===== src/rtl/router_pkg.sv =====
// Shared constants for the 1x3 router: byte width, FIFO depth and header field positions.
package router_pkg;
   localparam int DATA_W     = 8;
   localparam int FIFO_DEPTH = 16;
   localparam int LEN_MSB    = 7;
   localparam int LEN_LSB    = 2;
   localparam int ADDR_MSB   = 1;
   localparam int ADDR_LSB   = 0;
   localparam int LEN_W      = LEN_MSB - LEN_LSB + 1;
   localparam int CNT_W      = LEN_W + 1;

   // Bytes still to come after a header: payload length plus the parity byte.
   function automatic logic [CNT_W-1:0] hdr_count(input logic [LEN_W-1:0] len);
      return CNT_W'(len) + CNT_W'(1);
   endfunction
endpackage


===== src/rtl/router_fifo_if.sv =====
// Decoder/consumer-facing signal bundle of one per-destination router FIFO.
interface router_fifo_if
   import router_pkg::*;
#(
   parameter int WIDTH = DATA_W
);
   logic             soft_reset;
   logic             write_enb;
   logic             read_enb;
   logic             lfd_state;
   logic [WIDTH-1:0] data_in;
   logic [WIDTH-1:0] data_out;
   logic             full;
   logic             empty;
   logic             pkt_active;

   modport master (
      output soft_reset, write_enb, read_enb, lfd_state, data_in,
      input  data_out, full, empty, pkt_active
   );
   modport slave (
      input  soft_reset, write_enb, read_enb, lfd_state, data_in,
      output data_out, full, empty, pkt_active
   );
endinterface


===== src/rtl/router_fifo.sv =====
// Per-destination packet FIFO: stores bytes with a header flag and tracks the
// remaining byte count of the packet being drained on the read side.
module router_fifo
   import router_pkg::*;
#(
   parameter int WIDTH = DATA_W,
   parameter int DEPTH = FIFO_DEPTH
) (
   input  logic         clk,
   input  logic         resetn,
   router_fifo_if.slave bus
);
   localparam int AW = $clog2(DEPTH);
   localparam logic [AW:0]      PTR_ONE = (AW+1)'(1);
   localparam logic [CNT_W-1:0] CNT_ONE = CNT_W'(1);

   logic [WIDTH:0]   r_mem [DEPTH];
   logic [AW:0]      r_wr_ptr;
   logic [AW:0]      r_rd_ptr;
   logic [CNT_W-1:0] r_pkt_cnt;
   logic [WIDTH-1:0] r_data_out;

   logic             w_empty;
   logic             w_full;
   logic             w_wr;
   logic             w_rd;
   logic [WIDTH:0]   w_rd_entry;

   // Extra pointer MSB tells a wrapped-full FIFO apart from an empty one.
   assign w_empty    = (r_wr_ptr == r_rd_ptr);
   assign w_full     = (r_wr_ptr[AW] != r_rd_ptr[AW]) &&
                       (r_wr_ptr[AW-1:0] == r_rd_ptr[AW-1:0]);
   assign w_wr       = bus.write_enb && !w_full  && !bus.soft_reset;
   assign w_rd       = bus.read_enb  && !w_empty && !bus.soft_reset;
   assign w_rd_entry = r_mem[r_rd_ptr[AW-1:0]];

   always_ff @(posedge clk or negedge resetn) begin
      if (!resetn) begin
         r_wr_ptr   <= '0;
         r_rd_ptr   <= '0;
         r_pkt_cnt  <= '0;
         r_data_out <= '0;
      end else if (bus.soft_reset) begin
         r_wr_ptr   <= '0;
         r_rd_ptr   <= '0;
         r_pkt_cnt  <= '0;
         r_data_out <= '0;
      end else begin
         if (w_wr)
            r_wr_ptr <= r_wr_ptr + PTR_ONE;
         if (w_rd) begin
            r_rd_ptr   <= r_rd_ptr + PTR_ONE;
            r_data_out <= w_rd_entry[WIDTH-1:0];
            // A stray payload byte with no open packet leaves the counter at zero.
            if (w_rd_entry[WIDTH])
               r_pkt_cnt <= hdr_count(w_rd_entry[LEN_MSB:LEN_LSB]);
            else if (r_pkt_cnt != '0)
               r_pkt_cnt <= r_pkt_cnt - CNT_ONE;
         end
      end
   end

   always_ff @(posedge clk) begin
      if (w_wr)
         r_mem[r_wr_ptr[AW-1:0]] <= {bus.lfd_state, bus.data_in};
   end

   assign bus.data_out   = r_data_out;
   assign bus.full       = w_full;
   assign bus.empty      = w_empty;
   assign bus.pkt_active = (r_pkt_cnt != '0);
endmodule

===== src/flat_wrapper.sv =====
// flat-port wrapper written by rule: the top's interface ports become plain ports
module router_fifo_flat import router_pkg::*;
#(
   parameter int WIDTH = DATA_W,
   parameter int DEPTH = FIFO_DEPTH
)
  (clk, resetn, bus_soft_reset, bus_write_enb, bus_read_enb, bus_lfd_state, bus_data_in, bus_data_out, bus_full, bus_empty, bus_pkt_active);
  router_fifo_if #(.WIDTH(WIDTH)) bus_i ();
  input  logic clk;
  input  logic resetn;
  input wire logic [$bits(bus_i.soft_reset)-1:0] bus_soft_reset;
  input wire logic [$bits(bus_i.write_enb)-1:0] bus_write_enb;
  input wire logic [$bits(bus_i.read_enb)-1:0] bus_read_enb;
  input wire logic [$bits(bus_i.lfd_state)-1:0] bus_lfd_state;
  input wire logic [$bits(bus_i.data_in)-1:0] bus_data_in;
  output wire logic [$bits(bus_i.data_out)-1:0] bus_data_out;
  output wire logic [$bits(bus_i.full)-1:0] bus_full;
  output wire logic [$bits(bus_i.empty)-1:0] bus_empty;
  output wire logic [$bits(bus_i.pkt_active)-1:0] bus_pkt_active;
  assign bus_i.soft_reset = bus_soft_reset;
  assign bus_i.write_enb = bus_write_enb;
  assign bus_i.read_enb = bus_read_enb;
  assign bus_i.lfd_state = bus_lfd_state;
  assign bus_i.data_in = bus_data_in;
  assign bus_data_out = bus_i.data_out;
  assign bus_full = bus_i.full;
  assign bus_empty = bus_i.empty;
  assign bus_pkt_active = bus_i.pkt_active;
  router_fifo #(.WIDTH(WIDTH), .DEPTH(DEPTH)) u_core (.clk(clk), .resetn(resetn), .bus(bus_i));
endmodule

===== config.mk =====
export PLATFORM = sky130hd
export DESIGN_NAME = router_fifo_flat
export DESIGN_NICKNAME = d
export VERILOG_FILES = /design/src/rtl/router_pkg.sv /design/src/rtl/router_fifo_if.sv /design/src/rtl/router_fifo.sv /design/src/flat_wrapper.sv
export SDC_FILE = /design/constraint.sdc
export NUM_CORES = 1
export LEC_CHECK = 0
export BUFFER_PORTS_ARGS = -buffer_cell sky130_fd_sc_hd__buf_4
export CELL_PAD_IN_SITES_DETAIL_PLACEMENT = 0
export CELL_PAD_IN_SITES_GLOBAL_PLACEMENT = 1
export CORE_MARGIN = 5
export CORE_UTILIZATION = 35
export CTS_BUF_LIST = sky130_fd_sc_hd__clkbuf_8
export CTS_CLUSTER_DIAMETER = 60
export CTS_CLUSTER_SIZE = 25
export DETAILED_ROUTE_END_ITERATION = 8
export PLACE_DENSITY = 0.55
export SLEW_MARGIN = 15
export SYNTH_ARGS = -nofsm -noshare
export SYNTH_HDL_FRONTEND = slang
export SYNTH_SLANG_ARGS = --single-unit

===== constraint.sdc =====
create_clock -name clk -period 3.9 [get_ports clk]
set_clock_uncertainty 0.2 [all_clocks]
set_input_delay 0.39 -clock clk [delete_from_list [all_inputs] [get_ports clk]]
set_output_delay 0.39 -clock clk [all_outputs]
set_load 0.05 [all_outputs]

==> flow_metrics.env, run 1 <==
export IMPL_status="finished, final reports clean"
export IMPL_grt_max_degree=30
export IMPL_drt_wl_total_um=15900
export IMPL_avgSynthCellArea_sq_um=17.5
export IMPL_dpl_worst_slack_ns=0.907
export IMPL_cellLeakagePower_uw=0.00269
export IMPL_portBuffers=24
export IMPL_min_period_over_period=0.767
export IMPL_async_flop_share=0.148
export IMPL_crit_slowest_cell="dfrtp_2"
export IMPL_max_freq_mhz=334
export IMPL_synth_largest_area_cell="edfxtp_1"
export IMPL_synth_ff_type="edfxtp_1"
export IMPL_dp_hpwl_um=10500
export IMPL_synth_simple_gate_area_share=0.0669
export IMPL_ir_worst_vdd_mv=0.270
export IMPL_cts_setup_buffers=0
export IMPL_cp_max_fo=18
export IMPL_final_antenna_net_count=0
export IMPL_fp_dieH_um=151
export IMPL_io_pins=25
export IMPL_cts_root_buffer_cell="clkbuf_8"
export IMPL_critPathLaunch="u_core.r_rd_ptr[0]"
export IMPL_netlist_top_cells_count="144 x edfxtp_1, 35 x nand2_1, 32 x mux4_2, 25 x dfrtp_1, 18 x nor2_1"
export IMPL_relSlewSlack=0.567
export IMPL_synth_xor_area_frac=0.0213
export IMPL_regToRegStartpoint="u_core.r_rd_ptr[0]"
export IMPL_finalWeightedCongestion=0.741
export IMPL_setup_viol_count_final=0
export IMPL_cp_start_kind="flip-flop"
export IMPL_ys_types=45
export IMPL_overflow=0
export IMPL_synth_area_sq_um=7000
export IMPL_crit_end="u_core.r_pkt_cnt[2]"
export IMPL_regArea_sq_um=4950
export IMPL_p_switching_uw=1220
export IMPL_drt_iter0_drc=231
export IMPL_rows=51
export IMPL_worst_setup_path_type="reg2reg"
export IMPL_postSynthCellCount=401
export IMPL_cp_end_kind="flip-flop"
export IMPL_ys_warn_count=0
export IMPL_intPower_uw=2860
export IMPL_rr_endpoint="u_core.r_pkt_cnt[2]"
export IMPL_wl_per_cell_um=22.0
export IMPL_grt_pass1_vias=3921
export IMPL_synth_edf_count=144
export IMPL_grt_pass1_wl_um=24000
export IMPL_grt_setup_unrepaired="false"
export IMPL_p_clk_frac=0.302
export IMPL_numCtsBuffers=17
export IMPL_die_w_um=151
export IMPL_synth_nets=422
export IMPL_route_detailed_drc=0
export IMPL_dieArea_sq_um=22900
export IMPL_grtUsageTotal=0.147
export IMPL_start_util=0.357
export IMPL_yosys_area_top_type_share=0.618
export IMPL_synth_area_leaders="edfxtp_1 62%, mux4_2 10%, dfrtp_1 8.9%"
export IMPL_synth_most_common_cell="edfxtp_1"
export IMPL_r2r_slack_ns=0.91
export IMPL_maxCapViolCount=0
export IMPL_synth_compound_area_frac=0.0409
export IMPL_finalMaxSlewViolations=0
export IMPL_seq_power_share=0.507
export IMPL_core_area_sq_um=19600
export IMPL_final_layout_size_suffix_gt1_frac=0.261
export IMPL_ys_seq_elements=169
export IMPL_antenna_found_initial=0
export IMPL_num_fill_cells=1807
export IMPL_critPathMaxStageDelay_ns=0.77
export IMPL_vias=3681
export IMPL_crit_path_cell_trace="mux4_2 > a22oi_1 > nand2_1 > ha_1 > xnor2_1 > nor2_1 > a211oi_1 > nor2_1"
export IMPL_power_switching_share=0.299
export IMPL_cts_sinks=169
export IMPL_worst_pin_slew_ns=0.649
export IMPL_fin_nets=464
export IMPL_multiInputGateArea_sq_um=1910
export IMPL_hold_class="in2reg"
export IMPL_hold_violations=0
export IMPL_p_total_uw=4080
export IMPL_critical_path_arrival_ns=3.14
export IMPL_setup_slack_ns=0.909
export IMPL_path_clk_slew_ns=0.09
export IMPL_cp_data_required_time_ns=4.05
export IMPL_cts_htree_levels=4
export IMPL_yosys_area_share_adder=0.0125
export IMPL_synth_yosys_seq_area_share=0.707
export IMPL_crit_path_frequent_cell="nor2_1"
export IMPL_rr_worst_depth=8
export IMPL_period_needed_ns=2.99
export IMPL_combinationalPowerShare=0.191
export IMPL_syn_to_final_growth_pct=14.0
export IMPL_ctsLongestPathBuffers=2
export IMPL_first_pass_iters=5
export IMPL_insertion_delay_ns=0.46
export IMPL_vias_per_cell=5.11
export IMPL_antennaDiodeCount=0
export IMPL_cts_tree="built"
export IMPL_synth_top_family_by_area="multiplexers"
export IMPL_power_density_nw_per_um2=511
export IMPL_tns_ns=0
export IMPL_synthMuxAreaShare=0.128
## cell usage in the layout, fill, tap and decap left out, types with 4 or more instances in the layout
cell type,instances
xnor2_1,8
inv_1,8
dfrtp_1,24
mux4_2,32
xor2_1,9
ha_1,7
clkinvlp_4,4
nand3_1,4
clkbuf_8,17
a21oi_1,13
nor2_1,18
buf_4,43
nand4_1,4
a22oi_1,14
mux4_1,6
edfxtp_1,144
and3_1,12
nand2_1,35
## what timing repair did
action | 4_1_cts | 5_1_grt
endpoints found under the hold margin | 25 | 0
hold buffers | 1 | 0
resized for setup | 0 | 0
## stage by stage
stage	area (sq um)	instances	utilization	hold WS, ns
finish	7980	721	0.407	0.0197
floorplan	7000	401	-	-0.106
global route	7980	721	0.407	0.0116
detailed placement	7570	688	0.386	0.122
CTS	7980	721	0.407	0.00215
global placement	7570	688	0.386	0.121
## per-layer routing
layer,up-vias,global-route usage,wire (um)
li1,1659,-,-
met1,1925,0.189,6740
met2,84,0.253,8290
met3,13,0.0290,666
met4,0,0.0462,175
met5,-,0,0
## power groups by stage
stage | clock [uW] | sequential (uW) | combinational [uW]
after global placement | 0 | 2110 | 789
final | 1230 | 2070 | 781
after global routing | 1340 | 2080 | 850
after CTS | 1270 | 2070 | 795
after floorplan | 0 | 2120 | 556
after detailed placement | 0 | 2110 | 793
## flip-flops by register name, summed over array words and instances (netlist names)
signal,flops
u_core.r_mem,144
u_core.r_wr_ptr,5
u_core.bus.data_out,8
u_core.r_rd_ptr,5
u_core.r_pkt_cnt,7
## kinds of logic after synthesis
logic type,after synthesis
flip-flops,169
buffers and inverters,31
adder cells (fa/ha/maj),7
AND/OR/NAND/NOR,95
XOR/XNOR,17
AO/OA/AOI/OAI,42
multiplexers,40
## worst min-delay path by stage
stage / start / to / cells past startpoint
after floorplan: resetn / u_core.bus.data_out[0] / 0
after global placement: resetn / u_core.r_wr_ptr[4] / 1
after detailed placement: resetn / u_core.r_pkt_cnt[1] / 1
after CTS: bus_data_in[6] / u_core.r_mem[12][6] / 1
after global routing: bus_data_in[6] / u_core.r_mem[15][6] / 1
final: bus_data_in[6] / u_core.r_mem[13][6] / 1
## critical path: cells and delay by family (launching register included)
family                   cells  cell delay [ns]
XOR/XNOR                     1             0.19
AND/OR/NAND/NOR              3             0.36
flip-flops                   1             0.77
AO/OA/AOI/OAI                2             0.46
adder cells (fa/ha/maj)      1             0.31
multiplexers                 1             0.57
## cell type report
class / count / share of cell area
clock buffers: 17 / 0.0293
clock inverters: 15 / 0.0207
inverters: 9 / 0.00423
multi-input cells: 201 / 0.240
flip-flops and latches: 169 / 0.620
well taps: 265 / 0.0415
repair buffers: 45 / 0.0442
(Power assumes the default switching activity.)
==> run 2, diff against run 1 <==
--- a/config.mk
+++ b/config.mk
@@ -5,6 +5,7 @@
 export SDC_FILE = /design/constraint.sdc
 export NUM_CORES = 1
 export LEC_CHECK = 0
+export ABC_AREA = 1
 export BUFFER_PORTS_ARGS = -buffer_cell sky130_fd_sc_hd__buf_4
 export CELL_PAD_IN_SITES_DETAIL_PLACEMENT = 0
 export CELL_PAD_IN_SITES_GLOBAL_PLACEMENT = 1
@@ -14,7 +15,7 @@
 export CTS_CLUSTER_DIAMETER = 60
 export CTS_CLUSTER_SIZE = 25
 export DETAILED_ROUTE_END_ITERATION = 8
-export PLACE_DENSITY = 0.55
+export PLACE_DENSITY = 0.6
 export SLEW_MARGIN = 15
 export SYNTH_ARGS = -nofsm -noshare
 export SYNTH_HDL_FRONTEND = slang
==> constraint.sdc (replaced) <==
create_clock -name clk -period 2.42 [get_ports clk]
set_clock_uncertainty 0.2 [all_clocks]
set_input_delay 0.242 -clock clk [delete_from_list [all_inputs] [get_ports clk]]
set_output_delay 0.242 -clock clk [all_outputs]
set_load 0.05 [all_outputs]
==> flow_metrics.env, run 2 <==
export IMPL_max_freq_mhz=437
export IMPL_async_flop_share=0.148
export IMPL_seq_power_share=0.469
export IMPL_cts_htree_levels=4
export IMPL_cp_max_fo=13
export IMPL_r2r_slack_ns=0.14
export IMPL_hold_violations=0
export IMPL_relSlewSlack=0.745
export IMPL_post_route_util=0.412
export IMPL_critPathLaunch="u_core.r_rd_ptr[0]"
export IMPL_largest_reg_flops=144
export IMPL_power_density_nw_per_um2=785
export IMPL_synth_ff_type="edfxtp_1"
export IMPL_finalMaxSlewViolations=0
export IMPL_vias_per_cell=4.84
export IMPL_ir_worst_vdd_mv=0.337
export IMPL_synth_nets=742
export IMPL_min_period_over_period=0.946
export IMPL_syn_to_final_growth_pct=16.3
export IMPL_cp_end_kind="output pin"
export IMPL_postSynthCellCount=721
export IMPL_grt_max_degree=45
export IMPL_grt_pass1_vias=5259
export IMPL_worst_setup_path_type="reg2out"
export IMPL_synth_most_common_cell="nand2_1"
export IMPL_critical_path_arrival_ns=1.85
export IMPL_synth_xor_area_frac=0.00896
export IMPL_wl_per_cell_um=18.7
export IMPL_synth_largest_area_cell="edfxtp_1"
export IMPL_num_fill_cells=2107
export IMPL_finalWeightedCongestion=0.860
export IMPL_status="finished, final reports clean"
export IMPL_drt_iter0_drc=422
export IMPL_cts_root_buffer_cell="clkbuf_8"
export IMPL_drt_wl_total_um=20200
export IMPL_netlist_top_cells_count="190 x nand2_1, 144 x edfxtp_1, 67 x inv_1, 64 x nor2_1, 60 x nand3_1"
export IMPL_fin_nets=810
export IMPL_power_switching_share=0.323
export IMPL_synth_area_sq_um=7680
export IMPL_final_antenna_net_count=0
export IMPL_route_detailed_drc=0
export IMPL_yosys_area_share_adder=0.0114
export IMPL_grt_setup_unrepaired="true"
export IMPL_dieArea_sq_um=25000
export IMPL_io_pins=25
export IMPL_rr_endpoint="u_core.r_mem[12][6]"
export IMPL_setup_slack_ns=0.131
export IMPL_synth_compound_area_frac=0.0614
export IMPL_regToRegStartpoint="u_core.r_rd_ptr[0]"
export IMPL_p_switching_uw=2260
export IMPL_dp_hpwl_um=13500
export IMPL_synthMuxAreaShare=0
export IMPL_yosys_area_top_type_share=0.563
export IMPL_final_layout_size_suffix_gt1_frac=0.186
export IMPL_maxCapViolCount=0
export IMPL_core_area_sq_um=21700
export IMPL_combinationalPowerShare=0.231
export IMPL_ys_warn_count=0
export IMPL_first_pass_iters=5
export IMPL_synth_edf_count=144
export IMPL_avgSynthCellArea_sq_um=10.6
export IMPL_grtUsageTotal=0.165
export IMPL_start_util=0.354
export IMPL_ys_types=40
export IMPL_antennaDiodeCount=0
export IMPL_setup_viol_count_final=0
export IMPL_rows=54
export IMPL_p_clk_frac=0.301
export IMPL_cp_start_kind="flip-flop"
export IMPL_cts_tree="built"
export IMPL_rr_worst_depth=9
export IMPL_period_needed_ns=2.29
export IMPL_path_clk_slew_ns=0.10
export IMPL_most_common_layout_cells="190 x nand2_1, 144 x edfxtp_1, 67 x inv_1"
export IMPL_synth_area_leaders="edfxtp_1 56%, nand2_1 9.3%, dfrtp_1 8.1%"
export IMPL_overflow=0
export IMPL_grt_pass1_wl_um=30600
export IMPL_fp_dieH_um=158
export IMPL_dpl_worst_slack_ns=0.0627
export IMPL_portBuffers=24
export IMPL_cp_data_required_time_ns=1.98
export IMPL_final_common_cell="nand2_1"
export IMPL_ys_seq_elements=169
export IMPL_numCtsBuffers=17
export IMPL_synth_top_family_by_area="simple AND/OR/NAND/NOR gates"
export IMPL_ctsLongestPathBuffers=2
export IMPL_insertion_delay_ns=0.45
export IMPL_synth_yosys_seq_area_share=0.645
export IMPL_antenna_found_initial=0
export IMPL_worst_pin_slew_ns=0.382
export IMPL_synth_simple_gate_area_share=0.203
export IMPL_die_w_um=158
export IMPL_hold_class="in2async"
export IMPL_vias=5237
export IMPL_cts_sinks=169
export IMPL_cellLeakagePower_uw=0.00364
export IMPL_intPower_uw=4750
==> run 2: metrics by stage <==
| stage | std cells | area [sq um] | power, uW | setup TNS, ns | hold slack, ns |
|---|---|---|---|---|---|
| floorplan | 721 | 7680 | 4440 | -0.870 | -0.254 |
| global placement | 1034 | 8320 | 4920 | 0 | -0.0325 |
| CTS | 1079 | 8860 | 7040 | 0 | 0.0137 |
| detailed placement | 1034 | 8320 | 4920 | 0 | -0.0262 |
| finish | 1082 | 8930 | 7010 | 0 | 0.0238 |
| global route | 1082 | 8930 | 7370 | -0.0146 | 0.0298 |
==> run 2: cell type report <==
type                       instances  area [sq um]  share of cell area
sequential                       169          4950               0.554
multi-input combinational        447          2200               0.246
inverter                          75           283              0.0317
clock buffer                      17           234              0.0262
tap                              280           350              0.0392
timing repair buffer              79           739              0.0828
clock inverter                    15           178              0.0199
==> run 2: power groups by stage <==
stage / Combinational [uW] / Clock [uW] / Sequential [uW]
final: 1620 / 2110 / 3290
after global routing: 1800 / 2270 / 3300
after CTS: 1590 / 2160 / 3290
after detailed placement: 1560 / 0 / 3350
after global placement: 1570 / 0 / 3350
after floorplan: 1030 / 0 / 3410
==> run 2: cells by family after synthesis <==
| group | Yosys count |
|---|---|
| xor+xnor | 7 |
| flops | 169 |
| simple gates | 353 |
| compound gates | 80 |
| buf+inv | 105 |
| fa+ha+maj | 7 |
==> run 2: repair_timing <==
item | in CTS | in global routing
endpoints found under the hold margin | 179 | 0
gates resized for setup | 0 | 5
setup endpoints to repair | 0 | 56
hold buffers | 13 | 0
setup buffers | 0 | 1
==> run 2: worst max-delay path by stage <==
stage	endpoint	slack, ns	cells past startpoint
after floorplan	u_core.r_mem[11][0]	-0.03	8
final	bus_empty	0.13	7
after CTS	u_core.r_mem[15][1]	0.03	10
after detailed placement	u_core.r_mem[15][4]	0.06	10
after global placement	u_core.r_mem[15][4]	0.05	10
after global routing	u_core.r_pkt_cnt[6]	-0.006	13
==> run 2: layer usage <==
| layer | GRT usage | wire [um] | share of wire |
|---|---|---|---|
| met5 | 0 | 0 | 0 |
| met3 | 0.0265 | 427 | 0.021 |
| met1 | 0.217 | 9010 | 0.45 |
| met4 | 0.0524 | 414 | 0.021 |
| met2 | 0.281 | 10300 | 0.51 |
==> run 2: worst max-delay path, stage by stage (launching register included) <==
cell,delay (ns)
dfrtp_2,0.44
buf_12,0.16
xor2_2,0.15
a21oi_2,0.13
buf_4,0.13
nand3_2,0.10
inv_1,0.08
buf_4,0.19
